$ cat src/rtl/cpu_cache_responder_pkg.sv
// Shared types for the CPU-side cache responder: FSM states, request-type
// encodings and the per-line storage record.
package cache_pkg;

    localparam int CACHE_NUM_LINES = 64;
    localparam int CACHE_ADDR_W    = 32;
    localparam int CACHE_DATA_W    = 32;
    localparam int CACHE_IDX_W     = $clog2(CACHE_NUM_LINES);
    localparam int CACHE_TAG_W     = CACHE_ADDR_W - 2 - CACHE_IDX_W;

    localparam logic RW_READ  = 1'b0;
    localparam logic RW_WRITE = 1'b1;

    typedef enum logic [2:0] {
        ST_IDLE,
        ST_LOOKUP,
        ST_MEM_RD,
        ST_MEM_WR,
        ST_RESP
    } cache_state_e;

    typedef struct packed {
        logic                   valid;
        logic [CACHE_TAG_W-1:0] tag;
        logic [CACHE_DATA_W-1:0] data;
    } cache_line_t;

    // Counters stick at all-ones instead of wrapping.
    function automatic logic [31:0] sat_inc(input logic [31:0] v);
        return (v == 32'hFFFF_FFFF) ? v : v + 32'd1;
    endfunction

endpackage

$ cat src/rtl/cpu_cache_responder_if.sv
// CPU request bus (CPU is master) and memory port bus (cache is master).
interface cpu_req_if #(
    parameter int ADDR_W = 32,
    parameter int DATA_W = 32
);
    logic [ADDR_W-1:0] addr;
    logic [DATA_W-1:0] wr_data;
    logic              rw;
    logic              valid;
    logic              ready;
    logic [DATA_W-1:0] rd_data;

    modport master (output addr, wr_data, rw, valid, input ready, rd_data);
    modport slave  (input addr, wr_data, rw, valid, output ready, rd_data);
endinterface

interface mem_port_if #(
    parameter int ADDR_W = 32,
    parameter int DATA_W = 32
);
    logic [ADDR_W-1:0] addr;
    logic [DATA_W-1:0] wr_data;
    logic              rw;
    logic              valid;
    logic              ready;
    logic [DATA_W-1:0] rd_data;

    modport master (output addr, wr_data, rw, valid, input ready, rd_data);
    modport slave  (input addr, wr_data, rw, valid, output ready, rd_data);
endinterface

$ cat src/rtl/cpu_cache_responder_tag_store.sv
// Direct-mapped line store: combinational read by index, one synchronous
// write port. Only the valid bits are reset; tag/data stay RAM-friendly.
module cache_tag_store
    import cache_pkg::*;
#(
    parameter int NUM_LINES = CACHE_NUM_LINES
) (
    input  logic                         clk,
    input  logic                         rst,
    input  logic [$clog2(NUM_LINES)-1:0] rd_idx_i,
    output cache_line_t                  rd_line_o,
    input  logic                         we_i,
    input  logic [$clog2(NUM_LINES)-1:0] wr_idx_i,
    input  cache_line_t                  wr_line_i
);
    localparam int IDX_W = $clog2(NUM_LINES);

    logic [NUM_LINES-1:0]    valid_q;
    logic [CACHE_TAG_W-1:0]  tag_mem  [NUM_LINES];
    logic [CACHE_DATA_W-1:0] data_mem [NUM_LINES];

    generate
        for (genvar gi = 0; gi < NUM_LINES; gi++) begin : g_valid
            always_ff @(posedge clk or negedge rst) begin
                if (!rst) begin
                    valid_q[gi] <= 1'b0;
                end else if (we_i && (wr_idx_i == IDX_W'(gi))) begin
                    valid_q[gi] <= wr_line_i.valid;
                end
            end
        end
    endgenerate

    always_ff @(posedge clk) begin
        if (we_i) begin
            tag_mem[wr_idx_i]  <= wr_line_i.tag;
            data_mem[wr_idx_i] <= wr_line_i.data;
        end
    end

    always_comb begin
        rd_line_o.valid = valid_q[rd_idx_i];
        rd_line_o.tag   = tag_mem[rd_idx_i];
        rd_line_o.data  = data_mem[rd_idx_i];
    end

endmodule

$ cat src/rtl/cpu_cache_responder.sv
// Follower end of the CPU-cache request bus: direct-mapped, one word per line,
// write-through / no-write-allocate, misses and stores forwarded to memory.
module cpu_cache_responder
    import cache_pkg::*;
#(
    parameter int NUM_LINES = CACHE_NUM_LINES,
    parameter int ADDR_W    = CACHE_ADDR_W,
    parameter int DATA_W    = CACHE_DATA_W
) (
    input  logic        clk,
    input  logic        rst,
    cpu_req_if.slave    cpu,
    mem_port_if.master  mem,
    output logic [31:0] hit_count,
    output logic [31:0] miss_count
);
    localparam int IDX_W = $clog2(NUM_LINES);
    localparam int TAG_W = ADDR_W - 2 - IDX_W;

    cache_state_e      state_q, state_d;
    logic              valid_q;
    logic [ADDR_W-1:0] addr_q, addr_d;
    logic              rw_q, rw_d;
    logic [DATA_W-1:0] wr_data_q, wr_data_d;
    logic              ready_q, ready_d;
    logic [DATA_W-1:0] rd_data_q, rd_data_d;
    logic [ADDR_W-1:0] mem_addr_q, mem_addr_d;
    logic [DATA_W-1:0] mem_wr_data_q, mem_wr_data_d;
    logic              mem_rw_q, mem_rw_d;
    logic              mem_valid_q, mem_valid_d;
    logic [31:0]       hit_q, hit_d;
    logic [31:0]       miss_q, miss_d;

    cache_line_t       rd_line, wr_line;
    logic              line_we;
    logic [IDX_W-1:0]  req_idx;
    logic [TAG_W-1:0]  req_tag;
    logic [ADDR_W-1:0] req_word_addr;
    logic              lookup_hit;
    logic              accept;
    logic              unused_addr_bits;

    assign req_idx       = addr_q[2 +: IDX_W];
    assign req_tag       = addr_q[ADDR_W-1 -: TAG_W];
    assign req_word_addr = {addr_q[ADDR_W-1:2], 2'b00};
    assign lookup_hit    = rd_line.valid && (rd_line.tag == req_tag);
    // Only a fresh rising edge of valid starts a request; a held strobe does not.
    assign accept        = cpu.valid && !valid_q && (state_q == ST_IDLE);
    assign unused_addr_bits = ^addr_q[1:0];

    cache_tag_store #(
        .NUM_LINES (NUM_LINES)
    ) u_tag_store (
        .clk       (clk),
        .rst       (rst),
        .rd_idx_i  (req_idx),
        .rd_line_o (rd_line),
        .we_i      (line_we),
        .wr_idx_i  (req_idx),
        .wr_line_i (wr_line)
    );

    always_ff @(posedge clk or negedge rst) begin
        if (!rst) begin
            state_q       <= ST_IDLE;
            valid_q       <= 1'b0;
            addr_q        <= '0;
            rw_q          <= RW_READ;
            wr_data_q     <= '0;
            ready_q       <= 1'b0;
            rd_data_q     <= '0;
            mem_addr_q    <= '0;
            mem_wr_data_q <= '0;
            mem_rw_q      <= 1'b0;
            mem_valid_q   <= 1'b0;
            hit_q         <= '0;
            miss_q        <= '0;
        end else begin
            state_q       <= state_d;
            valid_q       <= cpu.valid;
            addr_q        <= addr_d;
            rw_q          <= rw_d;
            wr_data_q     <= wr_data_d;
            ready_q       <= ready_d;
            rd_data_q     <= rd_data_d;
            mem_addr_q    <= mem_addr_d;
            mem_wr_data_q <= mem_wr_data_d;
            mem_rw_q      <= mem_rw_d;
            mem_valid_q   <= mem_valid_d;
            hit_q         <= hit_d;
            miss_q        <= miss_d;
        end
    end

    // All registered outputs are set on entry to the state that owns them.
    always_comb begin
        state_d       = state_q;
        addr_d        = addr_q;
        rw_d          = rw_q;
        wr_data_d     = wr_data_q;
        ready_d       = ready_q;
        rd_data_d     = rd_data_q;
        mem_addr_d    = mem_addr_q;
        mem_wr_data_d = mem_wr_data_q;
        mem_rw_d      = mem_rw_q;
        mem_valid_d   = mem_valid_q;
        hit_d         = hit_q;
        miss_d        = miss_q;
        line_we       = 1'b0;
        wr_line       = rd_line;

        case (state_q)
            ST_IDLE: begin
                if (accept) begin
                    addr_d    = cpu.addr;
                    rw_d      = cpu.rw;
                    wr_data_d = cpu.wr_data;
                    state_d   = ST_LOOKUP;
                end
            end
            ST_LOOKUP: begin
                if (rw_q == RW_READ) begin
                    if (lookup_hit) begin
                        rd_data_d = rd_line.data;
                        hit_d     = sat_inc(hit_q);
                        ready_d   = 1'b1;
                        state_d   = ST_RESP;
                    end else begin
                        miss_d      = sat_inc(miss_q);
                        mem_valid_d = 1'b1;
                        mem_rw_d    = RW_READ;
                        mem_addr_d  = req_word_addr;
                        state_d     = ST_MEM_RD;
                    end
                end else begin
                    // Write-through: refresh a hit line, never allocate on a miss.
                    if (lookup_hit) begin
                        line_we      = 1'b1;
                        wr_line.data = wr_data_q;
                    end
                    mem_valid_d   = 1'b1;
                    mem_rw_d      = RW_WRITE;
                    mem_addr_d    = req_word_addr;
                    mem_wr_data_d = wr_data_q;
                    state_d       = ST_MEM_WR;
                end
            end
            ST_MEM_RD: begin
                if (mem.ready) begin
                    line_we       = 1'b1;
                    wr_line.valid = 1'b1;
                    wr_line.tag   = req_tag;
                    wr_line.data  = mem.rd_data;
                    rd_data_d     = mem.rd_data;
                    mem_valid_d   = 1'b0;
                    ready_d       = 1'b1;
                    state_d       = ST_RESP;
                end
            end
            ST_MEM_WR: begin
                if (mem.ready) begin
                    mem_valid_d = 1'b0;
                    ready_d     = 1'b1;
                    state_d     = ST_RESP;
                end
            end
            ST_RESP: begin
                ready_d = 1'b0;
                state_d = ST_IDLE;
            end
            default: begin
                ready_d     = 1'b0;
                mem_valid_d = 1'b0;
                state_d     = ST_IDLE;
            end
        endcase
    end

    assign cpu.ready   = ready_q;
    assign cpu.rd_data = rd_data_q;
    assign mem.addr    = mem_addr_q;
    assign mem.wr_data = mem_wr_data_q;
    assign mem.rw      = mem_rw_q;
    assign mem.valid   = mem_valid_q;
    assign hit_count   = hit_q;
    assign miss_count  = miss_q;

endmodule

$ cat src/flat_wrapper.sv
// flat-port wrapper written by rule: the top's interface ports become plain ports
module cpu_cache_responder_flat import cache_pkg::*;
#(
    parameter int NUM_LINES = CACHE_NUM_LINES,
    parameter int ADDR_W    = CACHE_ADDR_W,
    parameter int DATA_W    = CACHE_DATA_W
)
  (clk, rst, hit_count, miss_count, cpu_addr, cpu_wr_data, cpu_rw, cpu_valid, cpu_ready, cpu_rd_data, mem_addr, mem_wr_data, mem_rw, mem_valid, mem_ready, mem_rd_data);
  cpu_req_if #(.ADDR_W(ADDR_W), .DATA_W(DATA_W)) cpu_i ();
  mem_port_if #(.ADDR_W(ADDR_W), .DATA_W(DATA_W)) mem_i ();
  input  logic clk;
  input  logic rst;
  output logic [31:0] hit_count;
  output logic [31:0] miss_count;
  input wire logic [$bits(cpu_i.addr)-1:0] cpu_addr;
  input wire logic [$bits(cpu_i.wr_data)-1:0] cpu_wr_data;
  input wire logic [$bits(cpu_i.rw)-1:0] cpu_rw;
  input wire logic [$bits(cpu_i.valid)-1:0] cpu_valid;
  output wire logic [$bits(cpu_i.ready)-1:0] cpu_ready;
  output wire logic [$bits(cpu_i.rd_data)-1:0] cpu_rd_data;
  output wire logic [$bits(mem_i.addr)-1:0] mem_addr;
  output wire logic [$bits(mem_i.wr_data)-1:0] mem_wr_data;
  output wire logic [$bits(mem_i.rw)-1:0] mem_rw;
  output wire logic [$bits(mem_i.valid)-1:0] mem_valid;
  input wire logic [$bits(mem_i.ready)-1:0] mem_ready;
  input wire logic [$bits(mem_i.rd_data)-1:0] mem_rd_data;
  assign cpu_i.addr = cpu_addr;
  assign cpu_i.wr_data = cpu_wr_data;
  assign cpu_i.rw = cpu_rw;
  assign cpu_i.valid = cpu_valid;
  assign cpu_ready = cpu_i.ready;
  assign cpu_rd_data = cpu_i.rd_data;
  assign mem_addr = mem_i.addr;
  assign mem_wr_data = mem_i.wr_data;
  assign mem_rw = mem_i.rw;
  assign mem_valid = mem_i.valid;
  assign mem_i.ready = mem_ready;
  assign mem_i.rd_data = mem_rd_data;
  cpu_cache_responder #(.NUM_LINES(NUM_LINES), .ADDR_W(ADDR_W), .DATA_W(DATA_W)) u_core (.clk(clk), .rst(rst), .cpu(cpu_i), .mem(mem_i), .hit_count(hit_count), .miss_count(miss_count));
endmodule
$ cat config.mk
export PLATFORM = sky130hd
export DESIGN_NAME = cpu_cache_responder_flat
export DESIGN_NICKNAME = d
export VERILOG_FILES = /design/src/rtl/cpu_cache_responder_pkg.sv /design/src/rtl/cpu_cache_responder_if.sv /design/src/rtl/cpu_cache_responder_tag_store.sv /design/src/rtl/cpu_cache_responder.sv /design/src/flat_wrapper.sv
export SDC_FILE = /design/constraint.sdc
export NUM_CORES = 2
export LEC_CHECK = 0
export CAP_MARGIN = 20
export CELL_PAD_IN_SITES_DETAIL_PLACEMENT = 1
export CELL_PAD_IN_SITES_GLOBAL_PLACEMENT = 1
export CORE_ASPECT_RATIO = 1.75
export CORE_MARGIN = 3
export CORE_UTILIZATION = 34
export DETAILED_ROUTE_END_ITERATION = 6
export PLACE_DENSITY_LB_ADDON = 0.1
export SYNTH_ARGS = -nofsm -noshare
export SYNTH_HDL_FRONTEND = slang
export SYNTH_SLANG_ARGS = --single-unit
$ cat constraint.sdc
create_clock -name clk -period 23.8 [get_ports clk]
set_input_delay 3.57 -clock clk [delete_from_list [all_inputs] [get_ports clk]]
set_output_delay 3.57 -clock clk [all_outputs]
set_load 0.005 [all_outputs]
==> impl_metrics.py <==
metrics = {
    "status": {
        "status": "finished, final reports clean",
    },
    "timing": {
        "hold_viol_final": 0,
        "skew_ns": 0.0620,
        "post-route-period-util": 0.454,
        "worst_slew_pin_slew_ns": 1.35,
        "rsz0062_at_grt": "false",
        "finalCriticalPeriod_ns": 10.81,
        "fin_ws_ns": 12.99,
        "max_freq_mhz": 92.5,
        "relSlewSlack": 0.0987,
        "slew_viol_final": 0,
        "tns_ns": 0,
        "setup_viol": 0,
    },
    "floorplanning": {
        "die_h_um": 888,
        "start_util": 0.342,
        "core_area_um2": 443000,
        "ios": 264,
        "rows": 323,
        "die_x_um": 510,
        "dieArea_um2": 453000,
    },
    "logic_synthesis": {
        "yosysSeqAreaShare": 0.760,
        "synth_cell_types": 90,
        "avgSynthCellArea_um2": 21.4,
        "synth_edf_count": 3584,
        "netlist_area_um2": 151000,
        "synth_most_common_cell": "edfxtp_1",
        "synth-compound-area-share": 0.0228,
        "synth-simple-area-share": 0.0246,
        "ys_seq_elements": 3876,
        "synth_top_area_frac": 0.711,
        "synth-xor-area-share": 0.00463,
        "synthCells": 7053,
        "yosys.area.top_type": "edfxtp_1",
        "ys.flop_type": "edfxtp_1",
        "synth_top_family_by_area": "multiplexers",
        "synth_mux_area_frac": 0.175,
        "synth_area_leaders": "edfxtp_1, mux4_2, dfrtp_1",
        "synthTopCellsByCount": "edfxtp_1, mux4_2, mux2i_1",
        "async_reset_ff_frac": 0.0753,
        "synth_fa_ha_area_frac": 0.000165,
        "yosys_warnings": 0,
    },
    "global_routing": {
        "antenna_found_initial": 10,
        "grt_util_met2": 0.424,
        "grt_max_degree": 118,
        "track_usage": 0.226,
        "grt_util_met3": 0.0239,
        "busiest_layer": "met2",
        "grt_use_met1": 0.266,
        "grt_pass1_vias": 82531,
        "grt_pass1_wl_um": 705000,
        "grt_overflow": 0,
    },
    "setup_path": {
        "cpMaxStageDelayCell": "buf_4",
        "cp-endpoint": "u_core.u_tag_store.data_mem[31][7]$_DFFE_PP_",
        "r2r_slack_ns": 12.99,
        "reg2reg_depth": 18,
        "worstPathMaxFanout": 117,
        "path_cells": "buf_4 > buf_4 > buf_4 > buf_4 > buf_12 > mux4_2 > o22ai_1 > o41a_1 > a41o_1 > xor2_1 > nand4_1 > or3b_1 > nor3_2 > nand4_1 > buf_4 > o21ai_4 > buf_4 > buf_4",
        "slowest_delay_ns": 0.89,
        "end_kind": "register",
        "cp.arrival_ns": 11.40,
        "startpoint": "u_core.addr_q[3]$_DFFE_PN0P_",
        "r2r_end": "u_core.u_tag_store.data_mem[31][7]$_DFFE_PP_",
        "crit_type": "reg -> reg",
        "required_ns": 24.39,
        "start_kind": "register",
        "rr_startpoint": "u_core.addr_q[3]$_DFFE_PN0P_",
        "cpMostUsedCell": "buf_4",
    },
    "routing": {
        "postRouteAntennaNets": 0,
        "routed_wl_um": 517000,
        "post-route-drc-count": 0,
        "route.vias.total": 76414,
        "drt-pass1-iter-count": 5,
        "drtIter0Drc": 6784,
        "vias_per_cell": 5.54,
        "wl_per_cell_um": 37.5,
    },
    "hold_path": {
        "hold_path_class": "reg -> reg",
    },
    "clock_network": {
        "cts-resized-gates": 0,
        "cts-root-buf": "clkbuf_16",
        "clk_latency_ns": 0.98,
        "cts_buffers": 384,
        "cts_sinks": 3876,
        "postCtsHoldBufs": 0,
        "h-tree-depth": 5,
        "cts_setup_buffers": 0,
        "clockBufferDepth": 4,
        "cts_tree": "done",
        "path_clk_slew_ns": 0.07,
    },
    "placement": {
        "io_buffers": 259,
        "hpwl_um": 288000,
        "dp_worst_setup_slack_ns": 12.67,
        "gp_congestion": 0.787,
    },
    "cells_and_area": {
        "fin_nets": 7727,
        "n_fill_cell": 41590,
        "area_growth_pct": 16.4,
        "drive_gt1_frac": 0.266,
    },
    "power_and_ir_drop": {
        "p_leak_nw": 56.4,
        "p_per_area_nw_per_um2": 147,
        "finalPower_mw": 26.0,
        "ir_drop_mv": 0.123,
    },
    "flow_run": {
        "maxCapViolations": 0,
    },
}
==> layer usage <==
metal / wire, um / up-vias
met1: 194000 / 43132
met5: 0 / -
met3: 18600 / 738
met4: 20400 / 0
li1: - / 30594
met2: 284000 / 1950
==> cell families (layout without fill, tap and decap cells) <==
| kind of cell | count (synthesis) | after routing |
|---|---|---|
| DFF | 3876 | 3876 |
| muxes | 1460 | 1460 |
| and+or+nand+nor | 718 | 718 |
| AOI/OAI and AO/OA | 512 | 512 |
| buffers and inverters | 404 | 1282 |
| xor gates and xnor gates | 80 | 80 |
| adders and majority gates | 2 | 2 |
| other | 1 | 8 |
==> registers in the layout, summed over array words and instances, names as in the netlist, 3 cells and up <==
| name | flops |
|---|---|
| u_core.addr_q | 30 |
| u_core.cpu.rd_data | 32 |
| u_core.hit_count | 32 |
| u_core.mem.addr | 30 |
| u_core.mem.wr_data | 32 |
| u_core.miss_count | 32 |
| u_core.state_q | 3 |
| u_core.u_tag_store.data_mem | 2048 |
| u_core.u_tag_store.tag_mem | 1536 |
| u_core.u_tag_store.valid_q | 64 |
| u_core.wr_data_q | 32 |
==> worst max-delay path, delay by kind of cell (launching register included) <==
kind	cells	cell delay, ns
and+or+nand+nor	4	1.58
AOI/OAI and AO/OA	4	1.65
DFF	1	0.77
xor gates and xnor gates	1	0.23
muxes	1	0.61
buffers and inverters	8	5.13
==> worst min-delay path by stage <==
stage,start,endpoint,slack (ns),depth (start not counted)
after floorplan,u_core.u_tag_store.valid_q[10]$_DFFE_PN0P_,u_core.u_tag_store.valid_q[10]$_DFFE_PN0P_,0.43,1
after detailed placement,u_core.u_tag_store.valid_q[55]$_DFFE_PN0P_,u_core.u_tag_store.valid_q[55]$_DFFE_PN0P_,0.45,1
after global placement,u_core.u_tag_store.valid_q[13]$_DFFE_PN0P_,u_core.u_tag_store.valid_q[13]$_DFFE_PN0P_,0.45,1
after CTS,u_core.u_tag_store.valid_q[3]$_DFFE_PN0P_,u_core.u_tag_store.valid_q[3]$_DFFE_PN0P_,0.47,1
after global routing,u_core.u_tag_store.valid_q[50]$_DFFE_PN0P_,u_core.u_tag_store.valid_q[50]$_DFFE_PN0P_,0.48,1
final,u_core.u_tag_store.valid_q[55]$_DFFE_PN0P_,u_core.u_tag_store.valid_q[55]$_DFFE_PN0P_,0.46,1
==> per-stage QoR <==
step / utilization / instances / hold slack, ns / area (um^2)
2_1_floorplan: - / 7054 / 0.429 / 151000
3_3_place_gp: 0.369 / 13077 / 0.445 / 163000
3_5_place_dp: 0.369 / 13084 / 0.447 / 163000
4_1_cts: 0.398 / 13778 / 0.466 / 176000
5_1_grt: 0.398 / 13784 / 0.480 / 176000
6_report: 0.398 / 13788 / 0.461 / 176000
==> cell usage in the layout, fill, tap and decap left out, drive strengths merged, types with 7 or more instances in the layout <==
cell type	instances
a211oi	8
a21o	7
a21oi	39
a221oi	12
a22o	12
a22oi	185
a31oi	7
a32oi	7
and2	11
and3	34
and4	9
buf	315
bufinv	48
clkbuf	468
clkdlybuf4s50	258
clkinv	150
clkinvlp	15
dfrtp	292
edfxtp	3584
inv	28
mux2	208
mux2i	331
mux4	921
nand2	230
nand2b	77
nand3	90
nand3b	9
nand4	49
nand4b	7
nor2	94
nor2b	17
nor3	23
nor4	27
o21ai	147
o22ai	40
o31ai	7
or2	8
or3b	8
xnor2	39
xor2	41
==> power by group <==
group | switching, mW | internal (mW) | total [mW]
Combinational | 5.98 | 2.89 | 8.87
Sequential | 0.242 | 10.6 | 10.9
Clock | 2.69 | 3.55 | 6.23
==> final cells by class <==
class	instances	area [um^2]	area share
Timing Repair Buffer	573	5520	0.0314
Clock inverter	226	2410	0.0137
Inverter	15	61.3	0.000348
Sequential cell	3876	115000	0.653
Multi-Input combinational cell	2774	35700	0.203
Tap cell	5850	7320	0.0416
Antenna cell	6	15.0	0.0000853
Clock buffer	468	10100	0.0574
No activity file was read; power rests on OpenSTA's default activity.
